===== config.mk =====
export PLATFORM = sky130hd
export DESIGN_NAME = mux_nx1_scan_reg
export DESIGN_NICKNAME = d
export VERILOG_FILES = /design/src/rtl/mux_nx1_scan_reg.sv
export SDC_FILE = /design/constraint.sdc
export NUM_CORES = 1
export LEC_CHECK = 0
export ABC_AREA = 0
export CORE_AREA = 2 2 39 41
export DETAILED_ROUTE_END_ITERATION = 10
export DIE_AREA = 0 0 41 43
export PLACE_DENSITY = 0.71
export RECOVER_POWER = 50
export SYNTH_ARGS = -nofsm -noshare
export SYNTH_HDL_FRONTEND = slang
export SYNTH_SLANG_ARGS = --single-unit

===== constraint.sdc =====
create_clock -name clk -period 2.8 [get_ports clk]
set_clock_uncertainty 0.15 [all_clocks]
set_input_delay 0.56 -clock clk [delete_from_list [all_inputs] [get_ports clk]]
set_output_delay 0.56 -clock clk [all_outputs]
set_load 0.01 [all_outputs]

===== src/rtl/mux_nx1_scan_reg.sv =====
// N-channel registered multiplexer with direct-select and round-robin scan modes.
// Output sits behind a valid/ready register stage with one cycle of latency.
module mux_nx1_scan_reg #(
  parameter int WIDTH    = 2,
  parameter int CHANNELS = 4,
  parameter int SEL_W    = 2,
  parameter int DWELL    = 1
) (
  input  logic                      clk,
  input  logic                      rst_n,
  input  logic [CHANNELS*WIDTH-1:0] in_data,
  input  logic [SEL_W-1:0]          sel,
  input  logic                      mode,
  input  logic                      en,
  input  logic                      out_ready,
  output logic [WIDTH-1:0]          out_data,
  output logic [SEL_W-1:0]          out_ch,
  output logic                      out_valid
);
  localparam int DW = $clog2(DWELL) + 1;
  // Index compares carry one extra bit so CHANNELS == 2**SEL_W does not wrap.
  localparam logic [SEL_W:0]  CH_LAST    = (SEL_W+1)'(CHANNELS - 1);
  localparam logic [DW-1:0]   DWELL_LAST = DW'(DWELL - 1);

  typedef enum logic {DIRECT, SCAN} state_t;

  state_t                         state, state_next;
  logic [CHANNELS-1:0][WIDTH-1:0] ch_arr;
  logic [SEL_W-1:0]               scan_ptr, ch_next;
  logic [DW-1:0]                  dwell_cnt;
  logic                           load, scan_enter, scan_load, ptr_last;

  for (genvar k = 0; k < CHANNELS; k++) begin : g_ch
    assign ch_arr[k] = in_data[k*WIDTH +: WIDTH];
  end

  assign load       = en && (!out_valid || out_ready);
  assign scan_enter = (state == DIRECT) && mode;
  assign scan_load  = load && (state == SCAN);
  assign ptr_last   = ({1'b0, scan_ptr} == CH_LAST);

  always_ff @(posedge clk or negedge rst_n) begin
    if (!rst_n) state <= DIRECT;
    else        state <= state_next;
  end

  always_comb begin
    state_next = state;
    case (state)
      DIRECT: if (mode)  state_next = SCAN;
      SCAN:   if (!mode) state_next = DIRECT;
      default:           state_next = DIRECT;
    endcase
  end

  // Channel choice follows the registered state, so a mode flip takes effect a cycle later.
  always_comb begin
    ch_next = sel;
    if (state == SCAN)
      ch_next = scan_ptr;
    else if ({1'b0, sel} > CH_LAST)
      ch_next = CH_LAST[SEL_W-1:0];
  end

  always_ff @(posedge clk or negedge rst_n) begin
    if (!rst_n) begin
      out_data  <= '0;
      out_ch    <= '0;
      out_valid <= 1'b0;
    end else if (load) begin
      out_data  <= ch_arr[ch_next];
      out_ch    <= ch_next;
      out_valid <= 1'b1;
    end else if (out_ready) begin
      out_valid <= 1'b0;
    end
  end

  always_ff @(posedge clk or negedge rst_n) begin
    if (!rst_n) begin
      scan_ptr  <= '0;
      dwell_cnt <= '0;
    end else if (scan_enter) begin
      scan_ptr  <= '0;
      dwell_cnt <= '0;
    end else if (scan_load) begin
      if (dwell_cnt == DWELL_LAST) begin
        dwell_cnt <= '0;
        scan_ptr  <= ptr_last ? '0 : scan_ptr + 1'b1;
      end else begin
        dwell_cnt <= dwell_cnt + 1'b1;
      end
    end
  end
endmodule


==> results.tsv, run 1 <==
stage	metric	value	unit
critical_path	Worst Path Max Fanout	5	
critical_path	CP top delay family	buffers and inverters	
timing	Final min period	2.04	ns
timing	Least-Margin Pin Slew	0.357	ns
grt	grt total ovfl	0	
critical_path	Worst setup EP type	flip-flop	
timing	Max-slew headroom	76.1	%
synth	Synth Warn #	0	
timing	setup_tns	0	ns
grt	first-pass GRT wire length	1390	um
synth	Post-Syn Instances	34	
place	GPL Wtd Cong	0.638	
timing	final setup fails	0	
layout	nets@finish	73	
critical_path	Data required, critical path	2.79	ns
critical_path	crit path max-delay cell type	dlygate4sd3_1	
layout	fraction of layout cells with a size suffix above 1	14.5	%
place	Setup WS pre-CTS	0.580	ns
critical_path	Worst Path Arrival	2.03	ns
timing	Final WS setup	0.760	ns
route	Top Metal Used	met4	
route	DRT Pass-1 Iters	4	
route	violation count after the first detailed-route iteration	5	
job	MaxCap Viol Count	0	
layout	utilization after layout	45.8	%
layout	Ant. Diodes	0	
route	routed vias/inst	4.70	
route	routed wl met3	53	um
cts	TritonCTS clock tree	yes	
pwr	leakage	0.276	nW
synth	synthesized net count	50	
grt	antenna violations before repair	0	
route	Routed WL per cell	11.6	um
pwr	worst vdd ir	0.216	mV
cts	Root Driver	clkbuf_4	
die	core area	1380	um^2
pwr	Pwr Density	528	nW/um^2
timing	Max Slew Vio Count	0	
die	num ports	20	
timing	RSZ-0062 raised after global routing	no	
grt	vias in the first global route	354	
die	die area	1760	um^2
synth	synthesized area	413	um^2
hold_path	min-delay worst type	flip-flop to flip-flop	
critical_path	CP max stage delay	0.52	ns
cts	Reg clk slew, reported paths	0.06	ns
cts	TritonCTS Buffers	3	
cts	Max Buffers Root-to-Sink	2	
route	DRC errors left	0	
hold_path	hold path cells	2	
place	Port Buffers	19	
cts	H-tree levels	1	
status	outcome	finished, final reports clean	
synth	post-synthesis sequential area ratio	48.5	%
cts	count of hold-fix buffers inserted at cts	0	
route	post-route ant nets	0	
critical_path	Worst R2R Path Depth	4	
pwr	Pwr Total	335	uW
critical_path	CP bufs+invs	1	
cts	post-CTS setup buffers	0	
synth	Synth Register Bits	8	
grt	largest net degree at the start of global routing	9	
synth	Cell variety after synth	14	
timing	Tcrit/Tclk final	72.8	%
layout	most frequent cells in the layout	clkdlybuf4s50_1 (16), nand2_1 (9), dfrtp_1 (8)	
grt	Total GRT Usage	12.1	%
cts	# resized after CTS	0	
die	Starting Density	29.8	%
die	FP Rows	14	
timing	Fin. Hold Viols	0	
timing	fmax	490	MHz
route	DRT Wirelength	825	um
cts	Clock Latency Late Sink	0.25	ns
critical_path	Worst Setup Path Type	primary input to flip-flop	
layout	Register Area	200	um^2
synth	syn avg cell area	12.1	um^2
route	metal2 WL	382	um
route	DRT met1 WL	354	um
layout	multi-input logic area	201	um^2
critical_path	Stages on worst setup path	5	
cts	Sink Count	8	
layout	most common cell after layout, fill and taps aside	clkdlybuf4s50_1	
layout	Area Overhead vs Synth	53.6	%
route	via count	334	
die	Die H	43	um
critical_path	Worst Setup Start Kind	primary input	
place	Detailed Place HPWL	678	um
critical_path	critical path cell sequence	dlygate4sd3_1 > nand2b_1 > and2_1 > mux2_2 > a22o_2	
die	Die X	41	um
layout	Filler cells	142	
stage by stage:
stage | hold slack [ns] | std cells | area [um^2]
CTS | 0.328 | 71 | 634
finish | 0.322 | 71 | 634
detailed placement | 0.314 | 68 | 612
floorplan | 0.114 | 34 | 413
global placement | 0.310 | 68 | 612
global route | 0.351 | 71 | 634
cells by family (layout without fill, tap and decap cells):
family,count (synthesis),count (layout),share of synthesized area (%)
DFF,8,8,48.5
and+or+nand+nor,14,14,14.5
muxes,6,6,23.9
adders and majority gates,1,1,3.03
AOI/OAI and AO/OA,4,4,7.27
buffers and inverters,1,22,2.73
per-layer routing:
layer / GRT usage (%) / vias up
li1: - / 161
met1: 14.9 / 151
met2: 17.8 / 18
met3: 0 / 4
met4: 12.0 / 0
met5: 0 / -
where the power goes:
part	switching, mW	internal (mW)
registers	0.0147	0.133
logic	0.0346	0.0636
clock network	0.0398	0.0491
cell usage after synthesis:
master    instances  area, um^2
mux4_2            2        45.0
buf_6             1        11.3
mux2i_1           2        20.0
dfrtp_1           8         200
ha_1              1        12.5
a22o_2            1        10.0
o21ai_0           2        10.0
mux2_2            1        11.3
mux2i_4           1        22.5
a32o_1            1        10.0
nand2b_1          2        12.5
and2_1            1        6.26
nand2_1           9        33.8
nor2_1            2        7.51
sequential cells by signal, indices dropped and copies added, names as in the netlist:
name and flops:
out_ch 2, out_data 2, scan_ptr 2, out_valid 1, state 1
path summary, 6_finish.rpt:
check                             from          end  slack, ns
max in group asynchronous        rst_n    out_ch[0]       1.74
min in group asynchronous        rst_n        state       0.50
hold reg to reg            out_data[0]  out_data[0]       0.32
setup reg to reg                 state  out_data[1]       1.02
hold / removal             out_data[0]  out_data[0]       0.32
setup / recovery             out_ready  scan_ptr[1]       0.76
area by class of cell:
| cell class | count | area share [%] |
|---|---|---|
| clock buffers | 3 | 3.55 |
| multi-input cells | 25 | 31.8 |
| flip-flops and latches | 8 | 31.6 |
| well taps | 16 | 3.16 |
| repair buffers | 19 | 30.0 |
worst min-delay path: cells and delay by family, from the launching register on:
| family | cells | cell delay, ns |
|---|---|---|
| flops | 1 | 0.34 |
| simple gates | 2 | 0.10 |
No activity file was read; power rests on OpenSTA's default activity.
==> inputs of run 2 (changes only) <==
==> constraint.sdc (replaced) <==
create_clock -name clk -period 2 [get_ports clk]
set_clock_uncertainty 0.15 [all_clocks]
set_input_delay 0.4 -clock clk [delete_from_list [all_inputs] [get_ports clk]]
set_output_delay 0.4 -clock clk [all_outputs]
set_load 0.01 [all_outputs]
==> run 2 against run 1 <==
Against the previous run:
- total power grew 40%
- utilization rose by 1.1 points
- critical endpoint is now out_data[0]
- sequential cell count unchanged
- sequential power rose by 39%
- design area increased by 2.4%
- clock power grew 38%
- critical path depth fell by 1
==> results.tsv, run 2 (synthesis gave the netlist of run 1 again) <==
stage	metric	value	unit	change
status	outcome	finished, final reports clean		
timing	Final WS setup	0.265	ns	-0.496 ns
route	DRT Pass-1 Iters	3		-1
route	DRC errors left	0		unchanged
layout	fraction of layout cells with a size suffix above 1	17.5	%	+3.0 points
critical_path	Worst path most repeated cell	nand2_1		
cts	TritonCTS Buffers	3		unchanged
critical_path	Critical R2R Launch	state		
timing	RSZ-0062 raised after global routing	no		
critical_path	crit path max-delay cell type	mux4_2		
critical_path	Worst Setup Start Kind	flip-flop		
place	placed cells	70		+2.9%
route	routed vias/inst	4.77		+1.3%
timing	hold_ws	0.323	ns	+0.00129 ns
route	via count	348		+4.2%
layout	Filler cells	146		+2.8%
timing	fmax	576	MHz	
layout	most common cell after layout, fill and taps aside	clkdlybuf4s50_1		
timing	Final min period	1.74	ns	
cts	Clock Latency Late Sink	0.25	ns	about the same
cts	H-tree levels	1		unchanged
critical_path	Data required, critical path	1.99	ns	-0.80 ns
grt	first-pass GRT wire length	1310	um	-5.9%
die	FP Rows	14		unchanged
place	GPL Wtd Cong	0.646		+1.2%
die	num ports	20		unchanged
grt	grt total ovfl	0		unchanged
layout	biggest regs	out_ch (2), out_data (2), scan_ptr (2)		
cts	Max Buffers Root-to-Sink	2		unchanged
timing	final setup fails	0		unchanged
cts	post-CTS setup buffers	0		unchanged
timing	Fin. Hold Viols	0		unchanged
layout	fin cells	73		+2.8%
critical_path	Worst Path Max Fanout	6		+1
timing	Least-Margin Pin Slew	0.373	ns	+0.0155 ns
critical_path	Worst setup EP type	flip-flop		
cts	# resized after CTS	0		unchanged
critical_path	CP top delay family	multiplexers		
job	MaxCap Viol Count	0		unchanged
pwr	Pwr Total	469	uW	+40%
grt	antenna violations before repair	0		unchanged
die	Die H	43	um	unchanged
grt	Total GRT Usage	12.1	%	-0.037 points
place	Port Buffers	19		unchanged
layout	most frequent cells in the layout	clkdlybuf4s50_1 (17), nand2_1 (9), dfrtp_1 (8)		
place	Detailed Place HPWL	643	um	-5.2%
die	Starting Density	29.8	%	unchanged
pwr	leakage	0.285	nW	+3.4%
route	DRT Wirelength	777	um	-5.8%
critical_path	Worst Path Arrival	1.73	ns	-0.30 ns
timing	Max-slew headroom	75.1	%	-1.0 points
cts	count of hold-fix buffers inserted at cts	0		unchanged
critical_path	CP bufs+invs	0		-1
pwr	Pwr Density	722	nW/um^2	+37%
grt	vias in the first global route	334		-5.6%
route	Routed WL per cell	10.6	um	-8.4%
cts	Reg clk slew, reported paths	0.05	ns	about the same
die	Die X	41	um	unchanged
hold_path	min-delay worst type	flip-flop to flip-flop		
grt	largest net degree at the start of global routing	9		unchanged
timing	setup_tns	0	ns	unchanged
critical_path	CP max stage delay	0.52	ns	about the same
cts	TritonCTS clock tree	yes		
die	core area	1380	um^2	unchanged
place	Setup WS pre-CTS	0.0388	ns	-0.541 ns
timing	Tcrit/Tclk final	86.8	%	
layout	Area Overhead vs Synth	57.3	%	
route	violation count after the first detailed-route iteration	1		-4
route	post-route ant nets	0		unchanged
cts	Root Driver	clkbuf_4		
timing	Max Slew Vio Count	0		unchanged
die	die area	1760	um^2	unchanged
cts	Sink Count	8		unchanged
layout	nets@finish	75		+2.7%
hold_path	worst min-delay path startpoint	out_data[1]		
critical_path	Worst Setup Path Type	flip-flop to flip-flop		
pwr	worst vdd ir	0.351	mV	+62%
critical_path	critical path cell sequence	mux2i_4 > mux4_2 > nand2_1 > nand2_1		
layout	Ant. Diodes	0		unchanged
critical_path	CP Launch Point	state		
[run 2: changes by cell type in the layout (fill, tap and decap cells not counted), sizes merged]
cell,change
clkdlybuf4s50,+1
dlygate4sd3,-1
buf,+1
clkbuf,+1
[run 2: worst register-to-register path, delay by kind of cell, from the launching register on]
kind             cells  cell delay, ns
muxes                2            0.85
DFF                  1            0.51
and+or+nand+nor      2            0.12
[run 2: stage by stage]
step	utilization (%)	instance area (um^2)
global placement	45.3	627
floorplan	-	413
CTS	46.9	649
global route	46.9	649
detailed placement	45.3	627
finish	46.9	649
[run 2: worst paths after layout]
path / slack [ns] / cells after the start / to
max in group asynchronous: 1.08 / 1 / out_ch[1]
hold reg to reg: 0.32 / 2 / out_data[1]
setup / recovery: 0.26 / 4 / out_data[0]
hold / removal: 0.32 / 2 / out_data[1]
setup reg to reg: 0.26 / 4 / out_data[0]
min in group asynchronous: 0.34 / 1 / state
[run 2: power by group]
part           total, mW  internal, mW  leakage (nW)  switching (mW)
logic              0.140        0.0925         0.172          0.0474
registers          0.206         0.186        0.0989          0.0202
clock network      0.123        0.0686        0.0138          0.0541
[run 2: layout make-up]
class	count	area (um^2)	share of cell area, %
Multi-Input combinational cell	25	201	31.0
Timing Repair Buffer	21	205	31.6
Tap cell	16	20.0	3.08
Sequential cell	8	200	30.8
Clock buffer	3	22.5	3.47
[run 2: per-layer routing]
metal / global-route usage [%] / vias to the layer above / routed length [um]
met3: 3.14 / 4 / 60
met5: 0 / - / 0
met4: 14.0 / 0 / 39
li1: - / 166 / -
met2: 15.6 / 18 / 357
met1: 14.1 / 160 / 319
